===== src/rtl/pattern_gen_if.sv =====
// Pixel-side bundle for pattern_gen: timing/coordinate/switch inputs and the registered colour outputs.
interface pattern_gen_if #(
    parameter int COUNTER_BITS = 10,
    parameter int COLOR_BITS   = 8
);
    logic                    bright;
    logic                    red_switch;
    logic                    green_switch;
    logic                    blue_switch;
    logic [1:0]              mode;
    logic                    frame_start;
    logic [COUNTER_BITS-1:0] h_count;
    logic [COUNTER_BITS-1:0] v_count;
    logic [COLOR_BITS-1:0]   red_out;
    logic [COLOR_BITS-1:0]   green_out;
    logic [COLOR_BITS-1:0]   blue_out;

    modport master (
        output bright, red_switch, green_switch, blue_switch, mode, frame_start, h_count, v_count,
        input  red_out, green_out, blue_out
    );

    modport slave (
        input  bright, red_switch, green_switch, blue_switch, mode, frame_start, h_count, v_count,
        output red_out, green_out, blue_out
    );
endinterface


===== src/rtl/pattern_gen.sv =====
// Test-pattern generator: solid, colour bars, checkerboard and a bouncing box, one-clock registered output.
module pattern_gen #(
    parameter int COUNTER_BITS = 10,
    parameter int COLOR_BITS   = 8,
    parameter int H_ACTIVE     = 640,
    parameter int V_ACTIVE     = 480,
    parameter int BOX_SIZE     = 32,
    parameter int CHECK_SHIFT  = 5
) (
    input logic          clk,
    input logic          reset,
    pattern_gen_if.slave bus
);
    localparam logic [COUNTER_BITS-1:0] X_MAX = COUNTER_BITS'(H_ACTIVE - BOX_SIZE);
    localparam logic [COUNTER_BITS-1:0] Y_MAX = COUNTER_BITS'(V_ACTIVE - BOX_SIZE);
    localparam logic [COUNTER_BITS-1:0] BAR_W = COUNTER_BITS'(H_ACTIVE / 8);
    localparam logic [COUNTER_BITS:0]   BOX_W = (COUNTER_BITS+1)'(BOX_SIZE);
    localparam logic [1:0] M_SOLID = 2'd0, M_BARS = 2'd1, M_CHECK = 2'd2, M_BOX = 2'd3;

    logic [1:0]              active_mode_q, active_mode_d;
    logic [COUNTER_BITS-1:0] box_x_q, box_x_d, box_y_q, box_y_d;
    logic                    dir_x_q, dir_x_d, dir_y_q, dir_y_d;  // 1 = increasing
    logic [COLOR_BITS-1:0]   red_q, red_d, green_q, green_d, blue_q, blue_d;

    logic [2:0]              sw_rgb, rgb;
    logic [COUNTER_BITS-1:0] bar_k;
    logic [COUNTER_BITS:0]   x_end, y_end;
    logic                    in_box;

    assign sw_rgb = {bus.red_switch, bus.green_switch, bus.blue_switch};
    assign bar_k  = bus.h_count / BAR_W;
    assign x_end  = {1'b0, box_x_q} + BOX_W;
    assign y_end  = {1'b0, box_y_q} + BOX_W;
    assign in_box = (bus.h_count >= box_x_q) && ({1'b0, bus.h_count} < x_end) &&
                    (bus.v_count >= box_y_q) && ({1'b0, bus.v_count} < y_end);

    // Box moves on the current (pre-latch) mode, so entering mode 3 never moves it on the same edge.
    always_comb begin
        active_mode_d = bus.frame_start ? bus.mode : active_mode_q;
        box_x_d = box_x_q;
        box_y_d = box_y_q;
        dir_x_d = dir_x_q;
        dir_y_d = dir_y_q;
        if (bus.frame_start && active_mode_q == M_BOX) begin
            if (dir_x_q && box_x_q == X_MAX) begin
                dir_x_d = 1'b0;
                box_x_d = X_MAX - 1'b1;
            end else if (!dir_x_q && box_x_q == '0) begin
                dir_x_d = 1'b1;
                box_x_d = COUNTER_BITS'(1);
            end else begin
                box_x_d = dir_x_q ? box_x_q + 1'b1 : box_x_q - 1'b1;
            end
            if (dir_y_q && box_y_q == Y_MAX) begin
                dir_y_d = 1'b0;
                box_y_d = Y_MAX - 1'b1;
            end else if (!dir_y_q && box_y_q == '0) begin
                dir_y_d = 1'b1;
                box_y_d = COUNTER_BITS'(1);
            end else begin
                box_y_d = dir_y_q ? box_y_q + 1'b1 : box_y_q - 1'b1;
            end
        end
    end

    always_comb begin
        rgb = 3'b000;
        case (active_mode_q)
            M_SOLID: rgb = sw_rgb;
            M_BARS:  rgb = (bar_k < COUNTER_BITS'(8)) ? bar_k[2:0] : 3'b000;
            M_CHECK: rgb = (bus.h_count[CHECK_SHIFT] ^ bus.v_count[CHECK_SHIFT]) ? 3'b111 : sw_rgb;
            M_BOX:   rgb = in_box ? ((sw_rgb == 3'b000) ? 3'b111 : sw_rgb) : 3'b000;
            default: rgb = 3'b000;
        endcase
        if (!bus.bright) rgb = 3'b000;
        red_d   = {COLOR_BITS{rgb[2]}};
        green_d = {COLOR_BITS{rgb[1]}};
        blue_d  = {COLOR_BITS{rgb[0]}};
    end

    always_ff @(posedge clk or posedge reset) begin
        if (reset) begin
            active_mode_q <= M_SOLID;
            box_x_q       <= '0;
            box_y_q       <= '0;
            dir_x_q       <= 1'b1;
            dir_y_q       <= 1'b1;
            red_q         <= '0;
            green_q       <= '0;
            blue_q        <= '0;
        end else begin
            active_mode_q <= active_mode_d;
            box_x_q       <= box_x_d;
            box_y_q       <= box_y_d;
            dir_x_q       <= dir_x_d;
            dir_y_q       <= dir_y_d;
            red_q         <= red_d;
            green_q       <= green_d;
            blue_q        <= blue_d;
        end
    end

    assign bus.red_out   = red_q;
    assign bus.green_out = green_q;
    assign bus.blue_out  = blue_q;
endmodule


===== src/flat_wrapper.sv =====
// flat-port wrapper written by rule: the top's interface ports become plain ports
module pattern_gen_flat 
#(
    parameter int COUNTER_BITS = 10,
    parameter int COLOR_BITS   = 8,
    parameter int H_ACTIVE     = 640,
    parameter int V_ACTIVE     = 480,
    parameter int BOX_SIZE     = 32,
    parameter int CHECK_SHIFT  = 5
)
  (clk, reset, bus_bright, bus_red_switch, bus_green_switch, bus_blue_switch, bus_mode, bus_frame_start, bus_h_count, bus_v_count, bus_red_out, bus_green_out, bus_blue_out);
  pattern_gen_if #(.COUNTER_BITS(COUNTER_BITS), .COLOR_BITS(COLOR_BITS)) bus_i ();
  input logic clk;
  input logic reset;
  input wire logic [$bits(bus_i.bright)-1:0] bus_bright;
  input wire logic [$bits(bus_i.red_switch)-1:0] bus_red_switch;
  input wire logic [$bits(bus_i.green_switch)-1:0] bus_green_switch;
  input wire logic [$bits(bus_i.blue_switch)-1:0] bus_blue_switch;
  input wire logic [$bits(bus_i.mode)-1:0] bus_mode;
  input wire logic [$bits(bus_i.frame_start)-1:0] bus_frame_start;
  input wire logic [$bits(bus_i.h_count)-1:0] bus_h_count;
  input wire logic [$bits(bus_i.v_count)-1:0] bus_v_count;
  output wire logic [$bits(bus_i.red_out)-1:0] bus_red_out;
  output wire logic [$bits(bus_i.green_out)-1:0] bus_green_out;
  output wire logic [$bits(bus_i.blue_out)-1:0] bus_blue_out;
  assign bus_i.bright = bus_bright;
  assign bus_i.red_switch = bus_red_switch;
  assign bus_i.green_switch = bus_green_switch;
  assign bus_i.blue_switch = bus_blue_switch;
  assign bus_i.mode = bus_mode;
  assign bus_i.frame_start = bus_frame_start;
  assign bus_i.h_count = bus_h_count;
  assign bus_i.v_count = bus_v_count;
  assign bus_red_out = bus_i.red_out;
  assign bus_green_out = bus_i.green_out;
  assign bus_blue_out = bus_i.blue_out;
  pattern_gen #(.COUNTER_BITS(COUNTER_BITS), .COLOR_BITS(COLOR_BITS), .H_ACTIVE(H_ACTIVE), .V_ACTIVE(V_ACTIVE), .BOX_SIZE(BOX_SIZE), .CHECK_SHIFT(CHECK_SHIFT)) u_core (.clk(clk), .reset(reset), .bus(bus_i));
endmodule

===== config.mk =====
export PLATFORM = sky130hd
export DESIGN_NAME = pattern_gen_flat
export DESIGN_NICKNAME = d
export VERILOG_FILES = /design/src/rtl/pattern_gen_if.sv /design/src/rtl/pattern_gen.sv /design/src/flat_wrapper.sv
export SDC_FILE = /design/constraint.sdc
export NUM_CORES = 1
export LEC_CHECK = 0
export ABC_AREA = 1
export BUFFER_PORTS_ARGS = -buffer_cell sky130_fd_sc_hd__buf_2
export CAP_MARGIN = 30
export CELL_PAD_IN_SITES_DETAIL_PLACEMENT = 1
export CELL_PAD_IN_SITES_GLOBAL_PLACEMENT = 1
export CORE_MARGIN = 2
export CORE_UTILIZATION = 37
export CTS_CLUSTER_SIZE = 10
export DETAILED_ROUTE_END_ITERATION = 7
export PLACE_DENSITY_LB_ADDON = 0.1
export SLEW_MARGIN = 20
export SYNTH_ARGS = -nofsm -noshare
export SYNTH_HDL_FRONTEND = slang
export SYNTH_SLANG_ARGS = --single-unit

===== constraint.sdc =====
create_clock -name clk -period 2.1 [get_ports clk]
set_input_delay 0.315 -clock clk [delete_from_list [all_inputs] [get_ports clk]]
set_output_delay 0.315 -clock clk [all_outputs]
set_load 0.02 [all_outputs]

==> impl_metrics.csv <==
group,metric,value,unit
status,outcome,"finished clean",
critical_path,critPathSlowestCell,"dfstp_2",
detailed_routing,antenna_left,0,
synthesis,synth-async-reset-ratio,1.00,
synthesis,yosysTopAreaCellShare,0.188,
sta,rsz0062_at_grt,"yes",
sta,max_freq,481,MHz
sta,hold_viol,0,
critical_path,crit_chain,"inv_4 -> buf_12 -> ha_1 -> buf_4 -> a21oi_1 -> o31a_1 -> nand3_1 -> nand2_1 -> nand3_1 -> nand2_1 -> nand2_1 -> o21ai_0",
critical_path,path_max_fanout,7,
synthesis,synth_area_leaders,"dfrtp_1 (19%), ha_1 (18%), nand2_1 (12%), inv_1 (8.0%), buf_4 (4.7%)",
critical_path,cp_common_cell,"nand2_1",
sta,setup_ws,0.0209,ns
die,rows,34,
pwr,p_clk_frac,0.084,
grt,grt-ovfl-total,0,
place,dp_slack,-0.0641,ns
sta,relSlewSlack,0.658,
final_layout,area_growth,27.4,%
clock_network,cts.sinks,27,
synthesis,yosysSeqAreaShare,0.203,
detailed_routing,highest_layer,"met4",
critical_path,r2r-start,"u_core.dir_x_q$_DFFE_PP1P_",
synthesis,yosys_warnings,0,
pwr,p_total,3.95,mW
synthesis,synth.avg_cell_area,6.88,sq um
die,die_width,98.9,microns
place,routabilityCongestion,0.814,
critical_path,crit_required,2.31,ns
clock_network,insertion_delay,0.29,ns
pwr,p_sw_frac,0.493,
sta,tightest_slew,0.509,ns
synthesis,yosysTopAreaCell,"dfrtp_1",
critical_path,cp-end-kind,"flip-flop",
sta,post-route-period-util,0.990,
pwr,leakage,2.10,nW
place,port_buffers,52,
clock_network,clk_pin_slew,0.11,ns
pwr,p_seq_frac,0.227,
synthesis,syn_nets,564,
clock_network,htree_levels,1,
synthesis,syn-cell-area,3330,sq um
detailed_routing,num_vias,3480,
clock_network,clockBufferDepth,2,
grt,grt_pass1_vias,3558,
final_layout,multiInputGateArea,2540,sq um
grt,grt.total_usage,0.204,
synthesis,synth-edff-count,0,
die,start_util,0.382,
detailed_routing,drc,0,
final_layout,final_cell_mix,"nand2_1 (104), inv_1 (65), buf_2 (52), nor2_1 (35)",
critical_path,crit_path_start_kind,"flip-flop",
critical_path,path_class,"flip-flop to flip-flop",
detailed_routing,wl_per_cell,15.5,microns
final_layout,final_net_count,634,
final_layout,fillers,1136,
place,dp_hpwl,8240,microns
pwr,powerDensity,930,nW/um^2
detailed_routing,dr_wl_met2,4960,microns
critical_path,worstPathArrival,2.29,ns
clock_network,clockRootBuffer,"clkbuf_8",
die,io_pins,53,
grt,antenna_found_initial,0,
detailed_routing,firstDrtPassIters,4,
grt,grt_max_degree,28,
pwr,pwr-share-comb,0.689,
grt,grt_pass1_wl,16600,microns
critical_path,timing.critical_path.slowest_cell_delay,0.58,ns
pwr,ir_drop,0.000328,V
sta,setup_tns,0,ns
critical_path,reg2reg_to,"u_core.box_x_q[9]$_DFFE_PP0P_",
detailed_routing,dr.first_iter.drc_count,84,
die,fp.dieArea,9790,sq um
flow_run,maxCapViolCount,0,
final_layout,drive_above_1_share,0.296,
detailed_routing,routed-wl-met3,298,microns
final_layout,seq_area,681,sq um
final_layout,diodes,0,
sta,min_period,2.08,ns
die,die_h,98.9,microns
critical_path,ff2ff_setup_slack,0.02,ns
synthesis,syn_inst,485,
sta,clock_skew,0.00513,ns
die,core,8720,sq um
synthesis,synth_flop_cell,"dfrtp_1",
final_layout,final_common_cell,"nand2_1",
synthesis,synth_seq_cells,27,
sta,slew_violations,0,
detailed_routing,drt_wl_total,10300,microns
clock_network,cts_buffers,3,
min_path,hold_class,"primary input to asynchronous set/reset pin",
clock_network,cts_tree,"yes",
pwr,p_int,2.00,mW
pwr,p_sw,1.95,mW
sta,whs,0.0844,ns
critical_path,rr_worst_depth,12,
detailed_routing,wl_met1,4870,microns
clock_network,cts_hold_buf,0,
sta,setup_viol,0,
synthesis,yosysUniqueCellTypes,40,
detailed_routing,via_per_inst,5.26,
-- flip-flops by register name, summed over array words and instances (netlist names) --
register	flops
u_core.active_mode_q	2
u_core.box_y_q	10
u_core.bus.red_out	1
u_core.dir_y_q	1
u_core.box_x_q	10
u_core.bus.green_out	1
u_core.dir_x_q	1
u_core.bus.blue_out	1
-- power groups by stage --
stage / Clock, mW / Sequential, mW / Combinational (mW)
6_report: 0.331 / 0.896 / 2.72
5_1_grt: 0.348 / 0.927 / 3.07
4_1_cts: 0.336 / 0.866 / 2.40
3_5_place_dp: 0 / 0.881 / 2.32
3_3_place_gp: 0 / 0.873 / 2.25
2_1_floorplan: 0 / 0.849 / 1.58
-- kinds of logic (layout without fill, tap and decap cells) --
group / Yosys count / in the layout / synth area share
XOR/XNOR: 13 / 13 / 0.0341
flip-flops: 27 / 27 / 0.203
buffers and inverters: 96 / 165 / 0.134
adder cells (fa/ha/maj): 50 / 50 / 0.192
AND/OR/NAND/NOR: 212 / 212 / 0.275
AO/OA/AOI/OAI: 87 / 87 / 0.161
-- metal layers --
layer | up-vias | GRT usage
li1 | 1752 | -
met3 | 13 | 0.0184
met1 | 1659 | 0.281
met4 | 0 | 0.0443
met2 | 56 | 0.346
met5 | - | 0
-- per-stage QoR --
step	area [sq um]	instances	util
4_1_cts	3890	660	0.447
3_3_place_gp	3800	653	0.436
6_report	4250	662	0.487
2_1_floorplan	3330	485	-
5_1_grt	4250	662	0.487
3_5_place_dp	3800	653	0.436
-- timing repair --
item | in CTS | in global routing
gates resized for setup | 7 | 67
pin swaps | 0 | 14
endpoints found under the setup margin | 6 | 12
buffers inserted | 3 | 2
-- cell type report --
type | count | share of cell area
Clock buffer | 4 | 0.0106
Tap cell | 108 | 0.0318
Multi-Input combinational cell | 362 | 0.599
Inverter | 72 | 0.0651
Sequential cell | 27 | 0.160
Timing Repair Buffer | 89 | 0.133
-- Yosys cell counts, types with 2 or more instances --
| master | instances |
|---|---|
| dfstp_2 | 2 |
| fa_1 | 2 |
| nand2_1 | 110 |
| ha_1 | 48 |
| o21ai_1 | 3 |
| inv_1 | 71 |
| nor2_1 | 40 |
| nand4_1 | 14 |
| nand2_2 | 2 |
| o311ai_0 | 2 |
| o21bai_1 | 5 |
| nand3_1 | 28 |
| o31ai_1 | 3 |
| dfrtp_1 | 25 |
| buf_4 | 21 |
| nand3b_1 | 2 |
| a21boi_0 | 3 |
| o221ai_1 | 9 |
| o21ai_0 | 21 |
| nor3_1 | 7 |
| xnor2_1 | 3 |
| a21oi_1 | 28 |
| o21a_1 | 5 |
| nor4_1 | 4 |
| o22ai_1 | 2 |
| nor2_2 | 2 |
| xor2_1 | 10 |
-- worst max-delay path by stage --
| stage | start | to | slack (ns) |
|---|---|---|---|
| 2_1_floorplan | u_core.dir_x_q$_DFFE_PP1P_ | u_core.box_x_q[7]$_DFFE_PP0P_ | 0.05 |
| 4_1_cts | u_core.box_x_q[5]$_DFFE_PP0P_ | u_core.bus.blue_out[0]$_DFF_PP0_ | 0.01 |
| 3_3_place_gp | u_core.box_y_q[6]$_DFFE_PP0P_ | u_core.bus.blue_out[0]$_DFF_PP0_ | -0.006 |
| 5_1_grt | u_core.dir_x_q$_DFFE_PP1P_ | u_core.box_x_q[9]$_DFFE_PP0P_ | -0.16 |
| 3_5_place_dp | u_core.dir_x_q$_DFFE_PP1P_ | u_core.box_x_q[7]$_DFFE_PP0P_ | -0.06 |
| 6_report | u_core.dir_x_q$_DFFE_PP1P_ | u_core.box_x_q[9]$_DFFE_PP0P_ | 0.02 |
-- critical path, delay by kind of cell (launching register included) --
family | cells | cell delay [ns]
fa+ha+maj | 1 | 0.30
compound gates | 3 | 0.44
flops | 1 | 0.58
simple gates | 5 | 0.35
buf+inv | 3 | 0.34
(Power assumes the default switching activity.)
